`src/rtl/prog_pwm_multi.sv`:
```
// prog_pwm_multi - multi-channel programmable square-wave / PWM generator.
//
// A shared prescaler produces a tick every presc+1 clocks. Each channel runs
// an IDLE/ON/OFF machine that counts on_len ticks high, then off_len ticks low.
// Interval lengths are written into shadow registers and copied into the
// active registers only when a channel starts or at a period boundary, so a
// reprogram never cuts a running interval short.
//
// Optional build macro: PWM_POLARITY_CTRL_EN
//   When defined, adds input pol[CH]. Each output is then the internal
//   waveform XOR pol, applied combinationally, so it also follows pol in IDLE
//   and while reset is asserted.
//
// Ports:
//   clk          system clock
//   reset        asynchronous, active-high reset
//   presc        tick period minus one (hold static while running)
//   wr_en        shadow register write strobe
//   wr_ch        channel index for the write (indices >= CH are ignored)
//   wr_on/wr_off on / off lengths in ticks for the write
//   enable       per-channel run enable
//   pol          per-channel output inversion (PWM_POLARITY_CTRL_EN only)
//   pwm_o        registered waveform outputs
//   period_done  one-clock pulse per channel after each completed period
module prog_pwm_multi #(
    parameter int N       = 8,
    parameter int CH      = 4,
    parameter int PRESC_W = 8,
    localparam int CH_W   = (CH > 1) ? $clog2(CH) : 1
) (
    input  logic               clk,
    input  logic               reset,
    input  logic [PRESC_W-1:0] presc,
    input  logic               wr_en,
    input  logic [CH_W-1:0]    wr_ch,
    input  logic [N-1:0]       wr_on,
    input  logic [N-1:0]       wr_off,
    input  logic [CH-1:0]      enable,
`ifdef PWM_POLARITY_CTRL_EN
    input  logic [CH-1:0]      pol,
`endif
    output logic [CH-1:0]      pwm_o,
    output logic [CH-1:0]      period_done
);

    typedef enum logic [1:0] {ST_IDLE, ST_ON, ST_OFF} state_t;

    localparam logic [N-1:0] ONE = N'(1);

    // ---------------- shared prescaler ----------------
    logic [PRESC_W-1:0] presc_cnt_q, presc_cnt_d;
    logic               tick;

    assign tick        = (presc_cnt_q == presc);
    assign presc_cnt_d = tick ? '0 : presc_cnt_q + 1'b1;

    always_ff @(posedge clk or posedge reset) begin
        if (reset) presc_cnt_q <= '0;
        else       presc_cnt_q <= presc_cnt_d;
    end

    logic [CH-1:0] pwm_int;
    logic [CH-1:0] done_int;

    // ---------------- per-channel generators ----------------
    for (genvar gi = 0; gi < CH; gi++) begin : g_ch
        logic [N-1:0] shadow_on_q, shadow_off_q;
        logic [N-1:0] on_q, on_d, off_q, off_d, cnt_q, cnt_d;
        logic [N-1:0] load_on, load_off;
        state_t       state_q, state_d;
        logic         pwm_q, pwm_d, done_q, done_d;
        logic         wr_hit;

        // Index widths larger than needed leave out-of-range indices
        // unmatched by every channel, so such writes are dropped.
        assign wr_hit = wr_en && (wr_ch == CH_W'(gi));

        // A write landing in a load cycle is forwarded straight into the
        // active registers, so the new values govern the period starting now.
        assign load_on  = wr_hit ? wr_on  : shadow_on_q;
        assign load_off = wr_hit ? wr_off : shadow_off_q;

        always_ff @(posedge clk or posedge reset) begin
            if (reset) begin
                shadow_on_q  <= '0;
                shadow_off_q <= '0;
            end else if (wr_hit) begin
                shadow_on_q  <= wr_on;
                shadow_off_q <= wr_off;
            end
        end

        always_comb begin
            state_d = state_q;
            cnt_d   = cnt_q;
            on_d    = on_q;
            off_d   = off_q;
            done_d  = 1'b0;
            if (!enable[gi]) begin
                // Disable wins immediately, without waiting for a tick.
                state_d = ST_IDLE;
                cnt_d   = '0;
            end else if (tick) begin
                case (state_q)
                    ST_IDLE: begin
                        on_d    = load_on;
                        off_d   = load_off;
                        cnt_d   = '0;
                        state_d = (load_on != '0) ? ST_ON : ST_OFF;
                    end
                    ST_ON: begin
                        // on_q is never zero here: ON is only entered with on_len > 0.
                        if (cnt_q == on_q - ONE) begin
                            cnt_d = '0;
                            if (off_q != '0) begin
                                state_d = ST_OFF;
                            end else begin
                                done_d  = 1'b1;
                                on_d    = load_on;
                                off_d   = load_off;
                                state_d = (load_on != '0) ? ST_ON : ST_OFF;
                            end
                        end else begin
                            cnt_d = cnt_q + ONE;
                        end
                    end
                    ST_OFF: begin
                        if (off_q == '0) begin
                            // Both lengths zero: idle-low, re-sample shadow every
                            // tick, and never report a period.
                            cnt_d   = '0;
                            on_d    = load_on;
                            off_d   = load_off;
                            state_d = (load_on != '0) ? ST_ON : ST_OFF;
                        end else if (cnt_q == off_q - ONE) begin
                            done_d  = 1'b1;
                            cnt_d   = '0;
                            on_d    = load_on;
                            off_d   = load_off;
                            state_d = (load_on != '0) ? ST_ON : ST_OFF;
                        end else begin
                            cnt_d = cnt_q + ONE;
                        end
                    end
                    default: state_d = ST_IDLE;
                endcase
            end
            pwm_d = (state_d == ST_ON);
        end

        always_ff @(posedge clk or posedge reset) begin
            if (reset) begin
                state_q <= ST_IDLE;
                cnt_q   <= '0;
                on_q    <= '0;
                off_q   <= '0;
                pwm_q   <= 1'b0;
                done_q  <= 1'b0;
            end else begin
                state_q <= state_d;
                cnt_q   <= cnt_d;
                on_q    <= on_d;
                off_q   <= off_d;
                pwm_q   <= pwm_d;
                done_q  <= done_d;
            end
        end

        assign pwm_int[gi]  = pwm_q;
        assign done_int[gi] = done_q;
    end

`ifdef PWM_POLARITY_CTRL_EN
    assign pwm_o = pwm_int ^ pol;
`else
    assign pwm_o = pwm_int;
`endif
    assign period_done = done_int;

endmodule

```
`config.mk`:
```
export PLATFORM = sky130hd
export DESIGN_NAME = prog_pwm_multi
export DESIGN_NICKNAME = d
export VERILOG_FILES = /design/src/rtl/prog_pwm_multi.sv
export SDC_FILE = /design/constraint.sdc
export NUM_CORES = 1
export LEC_CHECK = 0
export CORE_AREA = 2 2 115 172
export CTS_BUF_LIST = sky130_fd_sc_hd__clkbuf_4 sky130_fd_sc_hd__clkbuf_8 sky130_fd_sc_hd__clkbuf_16
export DETAILED_ROUTE_END_ITERATION = 8
export DIE_AREA = 0 0 117 174
export HOLD_SLACK_MARGIN = 0.05
export MAX_ROUTING_LAYER = met4
export PLACE_DENSITY = 0.76
export SLEW_MARGIN = 20
export SYNTH_ARGS = -nofsm -noshare
export SYNTH_HDL_FRONTEND = slang
export SYNTH_SLANG_ARGS = --single-unit
```
`constraint.sdc`:
```
create_clock -name clk -period 5.3 [get_ports clk]
set_input_delay 0.795 -clock clk [delete_from_list [all_inputs] [get_ports clk]]
set_output_delay 0.795 -clock clk [all_outputs]
set_load 0.01 [all_outputs]
```
==> results.py <==
metrics = {
    "status": {
        "status": "complete, no violations",
    },
    "setup_path": {
        "critical_path.startpoint_type": "primary input",
        "critPathTopFamily": "simple AND/OR/NAND/NOR gates",
        "r2r_cells": 9,
        "path_buf_inv": 2,
        "crit_path_top_delay_cell": "o22ai_1",
        "startpoint": "presc[4]",
        "worstPathArrival_ns": 3.89,
        "slowest_delay_ns": 0.72,
        "cp.required_ns": 5.66,
        "path_max_fanout": 13,
        "rrSetupSlack_ns": 1.88,
        "path_depth": 9,
        "path_cells": "clkdlybuf4s50_1 -> xor2_1 -> nor4_1 -> and2_1 -> buf_4 -> nand4_1 -> o22ai_1 -> a41oi_1 -> a31oi_1",
        "r2r_end": "g_ch[0].on_q[6]",
        "cp-end-kind": "register",
        "crit_path_end": "g_ch[1].cnt_q[6]",
        "r2r_start": "g_ch[0].on_q[0]",
        "critical_path_class": "in -> reg",
    },
    "sta": {
        "post-route-period-util": 0.667,
        "fmax_mhz": 283,
        "tns_ns": 0,
        "rsz0062_at_grt": "false",
        "setup_viol": 0,
        "tightestPinTransition_ns": 0.912,
        "slew_violations": 0,
        "hold_ws_ns": 0.484,
        "hold_viol": 0,
        "finClkSkew_ns": 0.0104,
        "slew_headroom": 0.392,
        "min_period_ns": 3.54,
    },
    "cts": {
        "htreeDepth": 4,
        "cts.clk_slew.worst_paths_ns": 0.07,
        "post_cts_buffers": 0,
        "clockBufferDepth": 2,
        "ctsRootBufferMaster": "clkbuf_16",
        "clkSinkCount": 184,
        "holdBufCountCts": 0,
        "cts_tree": "built",
        "cts_resized": 0,
        "clk_latency_ns": 0.44,
        "cts_inserted_buffers": 17,
    },
    "synthesis": {
        "yosys.area.top_type_share": 0.444,
        "synth_warnings": 0,
        "syn-cell-area_um2": 10400,
        "synth_seq_area_share": 0.444,
        "netlist_instances": 1025,
        "synth.distinct_cells": 72,
        "synth_flop_cell": "dfrtp_1",
        "ys_ff_latch": 184,
        "synth_common_cells": "dfrtp_1 (184), nand2_1 (95), mux2_2 (90)",
        "async_reset_ff_frac": 1.00,
        "syn_area_per_cell_um2": 10.1,
        "yosys.area.top_type": "dfrtp_1",
        "ys_top_cells_by_area": "dfrtp_1 (44%), mux2_2 (9.8%), xnor2_1 (4.1%)",
        "synthMostInstantiatedCell": "dfrtp_1",
        "syn_nets": 1092,
        "synth_edf_count": 0,
    },
    "layout": {
        "fillers": 1576,
        "area_delta_synth_final_pct": 10.8,
        "drive_above_1_share": 0.145,
        "layout.nets": 1111,
        "antenna_cells": 0,
        "stdcell_count": 1313,
    },
    "job": {
        "maxCapViolations": 0,
    },
    "pwr": {
        "peakVddDrop_mv": 0.246,
        "total_power_mw": 4.27,
        "p_leak_nw": 5.31,
        "p_per_area_nw_per_um2": 372,
    },
    "floorplan": {
        "io_pins": 41,
        "die_area_um2": 20400,
        "rows": 62,
        "initial_core_util": 0.545,
        "die_x_um": 117,
        "core-area_um2": 19000,
        "die_height_um": 174,
    },
    "routing": {
        "first_iter_violations": 484,
        "first_pass_iters": 5,
        "vias": 7548,
        "postRouteAntennaNets": 0,
        "vias_per_cell": 5.75,
        "routed_wl_um": 22300,
        "drc": 0,
        "wl_per_cell_um": 16.9,
    },
    "grt": {
        "grt_max_degree": 161,
        "first_global_vias": 7570,
        "grt_pass1_wl_um": 37600,
        "antenna_found_initial": 0,
        "grt_overflow": 0,
        "grtUsageTotal": 0.240,
    },
    "hold_path": {
        "hold_path.class": "reg -> reg",
        "hold-path-cell-count": 2,
    },
    "placed_design": {
        "hpwl_um": 16000,
        "io_buffers": 40,
        "placed_cells": 1281,
        "gp_congestion": 0.870,
    },
}
[cell usage in the layout (no fill, tap or decap), drive strengths merged, types with 10 or more instances in the layout]
master,n
xor2,43
nor3b,15
dfrtp,184
ha,34
inv,47
nand2b,11
nor3,28
o21ai,32
o211ai,12
nand3,36
nand2,95
and3,27
a31oi,13
nor4,22
a21o,13
a21oi,35
nor2,65
nor2b,10
clkbuf,20
mux2,100
clkdlybuf4s50,40
xnor2,49
[tightest hold or removal path: cells and delay by family, from the launching register on]
kind,cells,cell delay (ns)
DFF,1,0.32
and+or+nand+nor,2,0.12
[cells by family after synthesis]
family,synth area share
xor gates and xnor gates,0.0778
and+or+nand+nor,0.172
buffers and inverters,0.0373
AOI/OAI and AO/OA,0.113
adders and majority gates,0.0411
muxes,0.114
DFF,0.444
[how the worst min path moves through the flow]
| stage | from | to | slack (ns) |
|---|---|---|---|
| floorplan | g_ch[0].shadow_off_q[3] | g_ch[0].shadow_off_q[3] | 0.44 |
| global placement | g_ch[0].shadow_off_q[3] | g_ch[0].shadow_off_q[3] | 0.45 |
| detailed placement | g_ch[0].shadow_off_q[4] | g_ch[0].shadow_off_q[4] | 0.46 |
| CTS | g_ch[0].shadow_off_q[4] | g_ch[0].shadow_off_q[4] | 0.48 |
| global route | g_ch[1].shadow_off_q[7] | g_ch[1].shadow_off_q[7] | 0.51 |
| finish | g_ch[0].shadow_off_q[7] | g_ch[0].shadow_off_q[7] | 0.48 |
[state kept, by name (all words and copies together) (netlist names)]
register / count
g_ch.pwm_q: 4
g_ch.cnt_q: 32
g_ch.on_q: 32
g_ch.done_q: 4
g_ch.off_q: 32
g_ch.state_q: 8
g_ch.shadow_off_q: 32
presc_cnt_q: 8
g_ch.shadow_on_q: 32
[cell type report]
type                       count  area, um2  share of cell area
multi-input combinational    750       5370               0.468
sequential                   184       4600               0.401
tap                          256        320              0.0279
clock inverter                12       93.8             0.00817
timing repair buffer          46        458              0.0399
clock buffer                  20        460              0.0401
inverter                      45        173              0.0150
[power by group]
part | leakage (nW) | switching (mW) | internal, mW
logic | 2.68 | 0.596 | 0.569
registers | 2.36 | 0.247 | 1.66
clock network | 0.272 | 0.563 | 0.636
total | 5.31 | 1.41 | 2.86
[per-stage QoR]
step	area, um2	setup WS, ns	utilization
6_report	11500	1.76	0.604
5_1_grt	11500	1.53	0.604
4_1_cts	11500	1.83	0.604
3_5_place_dp	10900	1.37	0.575
3_3_place_gp	10900	1.53	0.575
2_1_floorplan	10400	2.14	-
[routing by layer]
metal | up-vias | share of wire | global-route usage
li1 | 3675 | - | -
met1 | 3701 | 0.41 | 0.278
met2 | 124 | 0.53 | 0.413
met3 | 48 | 0.025 | 0.0359
met4 | 0 | 0.030 | 0.0961
met5 | - | 0 | -
Note: power is estimated with default switching activity, not from simulation.
